--- src/rtl/go_launcher_pkg.sv ---
// Shared definitions for the go_launcher block: state encoding and default sizing.
package go_launcher_pkg;

  typedef enum logic [1:0] {
    IDLE  = 2'b00,
    ISSUE = 2'b01,
    WAIT  = 2'b10
  } launch_state_t;

  localparam int MAX_PENDING_DEF    = 4;
  localparam int TIMEOUT_CYCLES_DEF = 32;
  localparam int RUNS_W_DEF         = 8;
  localparam int PEND_W             = 4;

endpackage

--- src/rtl/go_launcher_sat_updown_counter.sv ---
// Saturating up/down counter that holds queued launch requests and flags any
// request dropped while full.
module sat_updown_counter
  import go_launcher_pkg::*;
#(
  parameter int W   = PEND_W,
  parameter int MAX = MAX_PENDING_DEF
) (
  input  logic         clk,
  input  logic         rst_n,
  input  logic         i_inc,
  input  logic         i_dec,
  input  logic         i_clr,
  output logic [W-1:0] o_count,
  output logic         o_overflow
);

  logic [W-1:0] r_count;
  logic         r_overflow;

  // A simultaneous increment and decrement cancel; a new overflow beats a clear.
  always_ff @(posedge clk or negedge rst_n) begin
    if (!rst_n) begin
      r_count    <= '0;
      r_overflow <= 1'b0;
    end else begin
      if (i_clr) begin
        r_overflow <= 1'b0;
      end
      if (i_inc && !i_dec) begin
        if (r_count == W'(MAX)) begin
          r_overflow <= 1'b1;
        end else begin
          r_count <= r_count + 1'b1;
        end
      end else if (i_dec && !i_inc && (r_count != '0)) begin
        r_count <= r_count - 1'b1;
      end
    end
  end

  assign o_count    = r_count;
  assign o_overflow = r_overflow;

endmodule

--- src/rtl/go_launcher.sv ---
// Turns start requests into one-cycle go pulses, queues requests during a run,
// tracks each run until done and flags runs that never finish.
module go_launcher
  import go_launcher_pkg::*;
#(
  parameter int MAX_PENDING    = MAX_PENDING_DEF,
  parameter int TIMEOUT_CYCLES = TIMEOUT_CYCLES_DEF,
  parameter int RUNS_W         = RUNS_W_DEF
) (
  input  logic              clk,
  input  logic              rst,
  input  logic              req,
  input  logic              done,
  input  logic              err_clr,
  output logic              go,
  output logic              busy,
  output logic [PEND_W-1:0] pending,
  output logic              overflow_err,
  output logic              timeout_err,
  output logic [RUNS_W-1:0] runs_done
);

  localparam int CNT_W = $clog2(TIMEOUT_CYCLES + 1);

  launch_state_t     r_state;
  logic              r_reqQ;
  logic              r_go;
  logic              r_busy;
  logic              r_timeoutErr;
  logic [CNT_W-1:0]  r_waitCnt;
  logic [RUNS_W-1:0] r_runsDone;

  logic              w_reqRise;
  logic              w_launch;
  logic              w_timeoutHit;
  logic [PEND_W-1:0] w_pending;
  logic              w_overflowErr;

  assign w_reqRise    = req & ~r_reqQ;
  assign w_launch     = (r_state == IDLE) && ((w_pending != '0) || w_reqRise);
  assign w_timeoutHit = (r_waitCnt == CNT_W'(TIMEOUT_CYCLES - 1));

  sat_updown_counter #(
    .W   (PEND_W),
    .MAX (MAX_PENDING)
  ) u_pending (
    .clk        (clk),
    .rst_n      (rst),
    .i_inc      (w_reqRise),
    .i_dec      (w_launch),
    .i_clr      (err_clr),
    .o_count    (w_pending),
    .o_overflow (w_overflowErr)
  );

  // go and busy are registered alongside the state so they track it exactly.
  always_ff @(posedge clk or negedge rst) begin
    if (!rst) begin
      r_state      <= IDLE;
      r_reqQ       <= 1'b0;
      r_go         <= 1'b0;
      r_busy       <= 1'b0;
      r_timeoutErr <= 1'b0;
      r_waitCnt    <= '0;
      r_runsDone   <= '0;
    end else begin
      r_reqQ <= req;
      if (err_clr) begin
        r_timeoutErr <= 1'b0;
      end
      case (r_state)
        IDLE: begin
          r_go   <= w_launch;
          r_busy <= w_launch;
          if (w_launch) begin
            r_state <= ISSUE;
          end
        end
        ISSUE: begin
          r_state   <= WAIT;
          r_go      <= 1'b0;
          r_busy    <= 1'b1;
          r_waitCnt <= '0;
        end
        WAIT: begin
          r_go      <= 1'b0;
          r_waitCnt <= r_waitCnt + 1'b1;
          if (done) begin
            r_state    <= IDLE;
            r_busy     <= 1'b0;
            r_runsDone <= r_runsDone + 1'b1;
          end else if (w_timeoutHit) begin
            // The run is abandoned; queued requests still launch afterwards.
            r_state      <= IDLE;
            r_busy       <= 1'b0;
            r_timeoutErr <= 1'b1;
          end
        end
        default: begin
          r_state <= IDLE;
          r_go    <= 1'b0;
          r_busy  <= 1'b0;
        end
      endcase
    end
  end

  assign go           = r_go;
  assign busy         = r_busy;
  assign pending      = w_pending;
  assign overflow_err = w_overflowErr;
  assign timeout_err  = r_timeoutErr;
  assign runs_done    = r_runsDone;

endmodule

--- config.mk ---
export PLATFORM = sky130hd
export DESIGN_NAME = go_launcher
export DESIGN_NICKNAME = d
export VERILOG_FILES = /design/src/rtl/go_launcher_pkg.sv /design/src/rtl/go_launcher_sat_updown_counter.sv /design/src/rtl/go_launcher.sv
export SDC_FILE = /design/constraint.sdc
export NUM_CORES = 1
export LEC_CHECK = 0
export CAP_MARGIN = 25
export CORE_ASPECT_RATIO = 1.4
export CORE_MARGIN = 2
export CORE_UTILIZATION = 25
export DETAILED_ROUTE_END_ITERATION = 8
export MAX_ROUTING_LAYER = met4
export PLACE_DENSITY = 0.5
export SLEW_MARGIN = 20
export SYNTH_ARGS = -nofsm -noshare
export SYNTH_HDL_FRONTEND = slang
export SYNTH_SLANG_ARGS = --single-unit
--- constraint.sdc ---
create_clock -name clk -period 3.1 [get_ports clk]
set_clock_uncertainty 0.1 [all_clocks]
set_input_delay 0.465 -clock clk [delete_from_list [all_inputs] [get_ports clk]]
set_output_delay 0.465 -clock clk [all_outputs]
set_load 0.03 [all_outputs]
==> impl.org <==
** Critical path
- R2R cell count :: 7
- Series of cell instances along the critical path :: inv_1, ha_1, or3b_4, ha_1, a31o_1, or2_0, o211ai_1
- Required time of the critical path :: 3.19 ns
- In this design, the stage delay of the slowest critical-path cell is 0.48 ns.
- Cell mode on critical path :: ha_1
- The worst setup path is launched from a flip-flop.
- WS Path Type :: flip-flop to flip-flop
- In this run the worst path has a maximum fanout of 9.
- Arrival time of data at the critical path endpoint :: 2.42 ns
- Worst setup EP type :: flip-flop
- Standard cell with the maximum stage delay on the critical path :: or3b_4

** CTS
- Once the clock tree was built, the resizer swapped 0 gates to a different size.
- Clock root buffer :: clkbuf_8
- TritonCTS built the clock tree.
- CTS built an H-tree with a depth of 1.
- Clock-pin slew was measured on the worst setup and hold paths at 0.09 ns.
- Hold buffer count at cts :: 0
- CTS buffer count :: 3
- Counting every sink on the clock net gives 25.
- Clock latency on the worst-skew pair, taken at its later pin, is 0.27 ns.
- Worst-case clock buffer depth :: 2
- The number of setup buffers added after CTS is 0.

** Finish
- Combined flip-flop and latch cell area :: 626 sq um
- At the end of the flow, the number of nets in the layout was 154.
- From synthesis to final layout, the design area changed by 23.6%.
- Most common library cell in the layout ignoring fill and taps :: dfrtp_1
- The post-route netlist has 10.6% of its cells at a drive strength greater than 1.
- Post-route non-filler standard cell count :: 205
- The layout has 506 filler cells.
- Cells fill 32.4% of the core in the end.
- Count of antenna diodes in the layout :: 0
- The library cells used most frequently in the layout, excluding fill and tap cells, are dfrtp_1 (25), clkdlybuf4s50_1 (20), nand2_1 (9), nand3_1 (9), inv_1 (8).
- In the final layout, the multi-input gates occupy 602 sq um.
- Fin area :: 1590 sq um

** Route
- The detailed router finished its first iteration with 67 violations.
- The first detailed-routing pass ran for 4 iterations.
- After detailed routing, the number of vias per cell comes to 4.57.
- Number of remaining DRC errors :: 0
- Once detail routing completed, the nets flagged for antenna violations numbered 0.
- Via count :: 936
- Detailed-route wire length per cell :: 12.0 microns
- The final layout contains routed wiring with a total length of 2.46 mm.

** Job
- The tool flagged a number of max-cap violations equal to 0.

** Placement
- # placed instances :: 201
- Placement-stage cell area :: 1550 sq um
- Input and output buffers added on the ports amount to 20.
- Half-perimeter wire length after detailed placement :: 1.86 mm
- The congestion estimate from routability-driven global placement came to 0.743.

** STA
- Hold timing on the final database bottoms out at a slack of 0.373 ns.
- Max Clock Freq :: 0.429 GHz
- Setup repair after global routing left no endpoint under its margin.
- The clock period could shrink to 2.33 ns.
- In the final timing run, aggregate negative setup slack is 0 ns.
- The count of final max-slew check failures came to 0.
- Worst slew pin tran :: 0.518 ns
- The worst path uses 75.2% of the clock period.
- Setup violations remaining at the end of the flow were counted as 0.
- In this run the tightest slew margin relative to its limit is 65.0%.
- The number of hold violations in the final report is 0.

** Synth
- Cell Area, Synth :: 1290 sq um
- Net count of the mapped netlist :: 132
- Cell count after synthesis :: 120
- After synthesis, the cell types taking the most area are dfrtp_1 (49%), ha_1 (6.8%), xnor2_1 (4.1%).
- The most used flip-flop cell after synthesis is dfrtp_1.
- The synthesized design contains 25 register bits.
- After synthesis, the mean cell area works out to 10.7 sq um.
- Async set-reset flop share out of synthesis :: 100%
- Number of synthesized flops with an enable pin :: 0
- Yosys printed 0 warnings.
- Top cell type by total area after synthesis :: dfrtp_1
- Unique masters post-synth :: 37
- Sequential cell area fraction in the yosys report :: 48.6%
- The share of synthesized area in the top cell type comes to 48.6%.

** Die
- During I/O placement, the number of pins put on the boundary was 21.
- In this run the standard cell core region covers 4920 sq um.
- Die Wd :: 64.7 microns
- Die footprint :: 5750 sq um
- The floorplan step set the die height to 88.9 microns.
- Number of placement rows :: 30
- The initial utilization of the core area, before any placement, comes to 26.2%.

** Hold path
- Along the worst hold path, the cell count comes to 1.
- The min-delay analysis places its worst path in the category flip-flop to flip-flop.

** Pwr
- In this run the static leakage power is 0.679 nW.
- Worst vdd ir :: 341 uV
- For this design the ratio of total power to cell area is 932 nW/um^2.

** Global route
- The first global-routing pass estimated 4.24 mm of wire.
- Entering global routing, the biggest net connects 26 pins.
- Overall routing resource usage :: 9.75%
- Antenna violations before repair :: 0
- Number of global-route vias before repair :: 937
- For this run the aggregate overflow at the end of global routing stands at 0.

** Run status
- Status :: finished, final reports clean
[critical path, delay by kind of cell (launching register included)]
kind	cells	cell delay (ns)
buffers and inverters	1	0.07
adder cells (fa/ha/maj)	2	0.64
AND/OR/NAND/NOR	2	0.67
AO/OA/AOI/OAI	2	0.39
flip-flops	1	0.38
[layout make-up]
type / count / area share, %
Tap cell: 64 / 5.03
Timing Repair Buffer: 21 / 13.1
Clock buffer: 3 / 2.59
Clock inverter: 1 / 0.314
Inverter: 8 / 1.89
Multi-Input combinational cell: 83 / 37.8
Sequential cell: 25 / 39.3
[metal layers]
| metal | part of all wire, % | global-route usage (%) | up-vias |
|---|---|---|---|
| met4 | 2.3 | 5.22 | 0 |
| met2 | 53 | 16.7 | 21 |
| met5 | 0 | - | - |
| li1 | - | - | 456 |
| met3 | 3.1 | 1.64 | 5 |
| met1 | 42 | 10.9 | 454 |
[cell families after synthesis]
family	after synthesis	share of synthesized area, %
and+or+nand+nor	38	16.6
DFF	25	48.6
AOI/OAI and AO/OA	22	11.0
buffers and inverters	12	4.66
xor gates and xnor gates	11	7.48
adders and majority gates	7	6.80
muxes	5	4.86
[state kept, by name (all words and copies together), names as in the netlist]
register / flops
timeout_err: 1
r_reqQ: 1
busy: 1
r_waitCnt: 6
go: 1
runs_done: 8
u_pending.o_overflow: 1
r_state: 2
u_pending.o_count: 4
[per-stage QoR]
stage	power [mW]	setup slack, ns
2_1_floorplan	1.08	0.817
3_3_place_gp	1.29	0.618
3_5_place_dp	1.31	0.565
4_1_cts	1.51	0.757
5_1_grt	1.61	0.601
6_report	1.48	0.770
[worst paths after layout]
path / start / end / slack, ns
max: r_state[0] / u_pending.o_count[3] / 0.77
min: runs_done[7] / runs_done[7] / 0.37
max reg2reg: r_state[0] / u_pending.o_count[3] / 0.77
min reg2reg: runs_done[7] / runs_done[7] / 0.37
max in group asynchronous: rst / busy / 2.19
min in group asynchronous: rst / u_pending.o_count[0] / 0.46
[power by group]
group | leakage [nW] | total [mW] | switching (mW) | internal, mW
Sequential | 0.324 | 0.529 | 0.111 | 0.419
Clock | 0.0255 | 0.194 | 0.104 | 0.0899
Combinational | 0.330 | 0.760 | 0.394 | 0.366
Total | 0.679 | 1.48 | 0.609 | 0.874
[synthesized netlist by cell type (2+ instances only)]
cell type / count
xnor2_1: 6
mux2_4: 2
a31oi_1: 2
nand3_1: 9
inv_1: 8
nand2_1: 9
dfrtp_1: 25
and3_1: 3
ha_1: 7
nor2_1: 4
buf_6: 2
o22ai_1: 2
mux2_2: 2
xor2_1: 5
clkbuf_1: 2
a21oi_1: 4
o21ai_0: 7
nand2b_1: 2
Note: power is estimated with default switching activity, not from simulation.
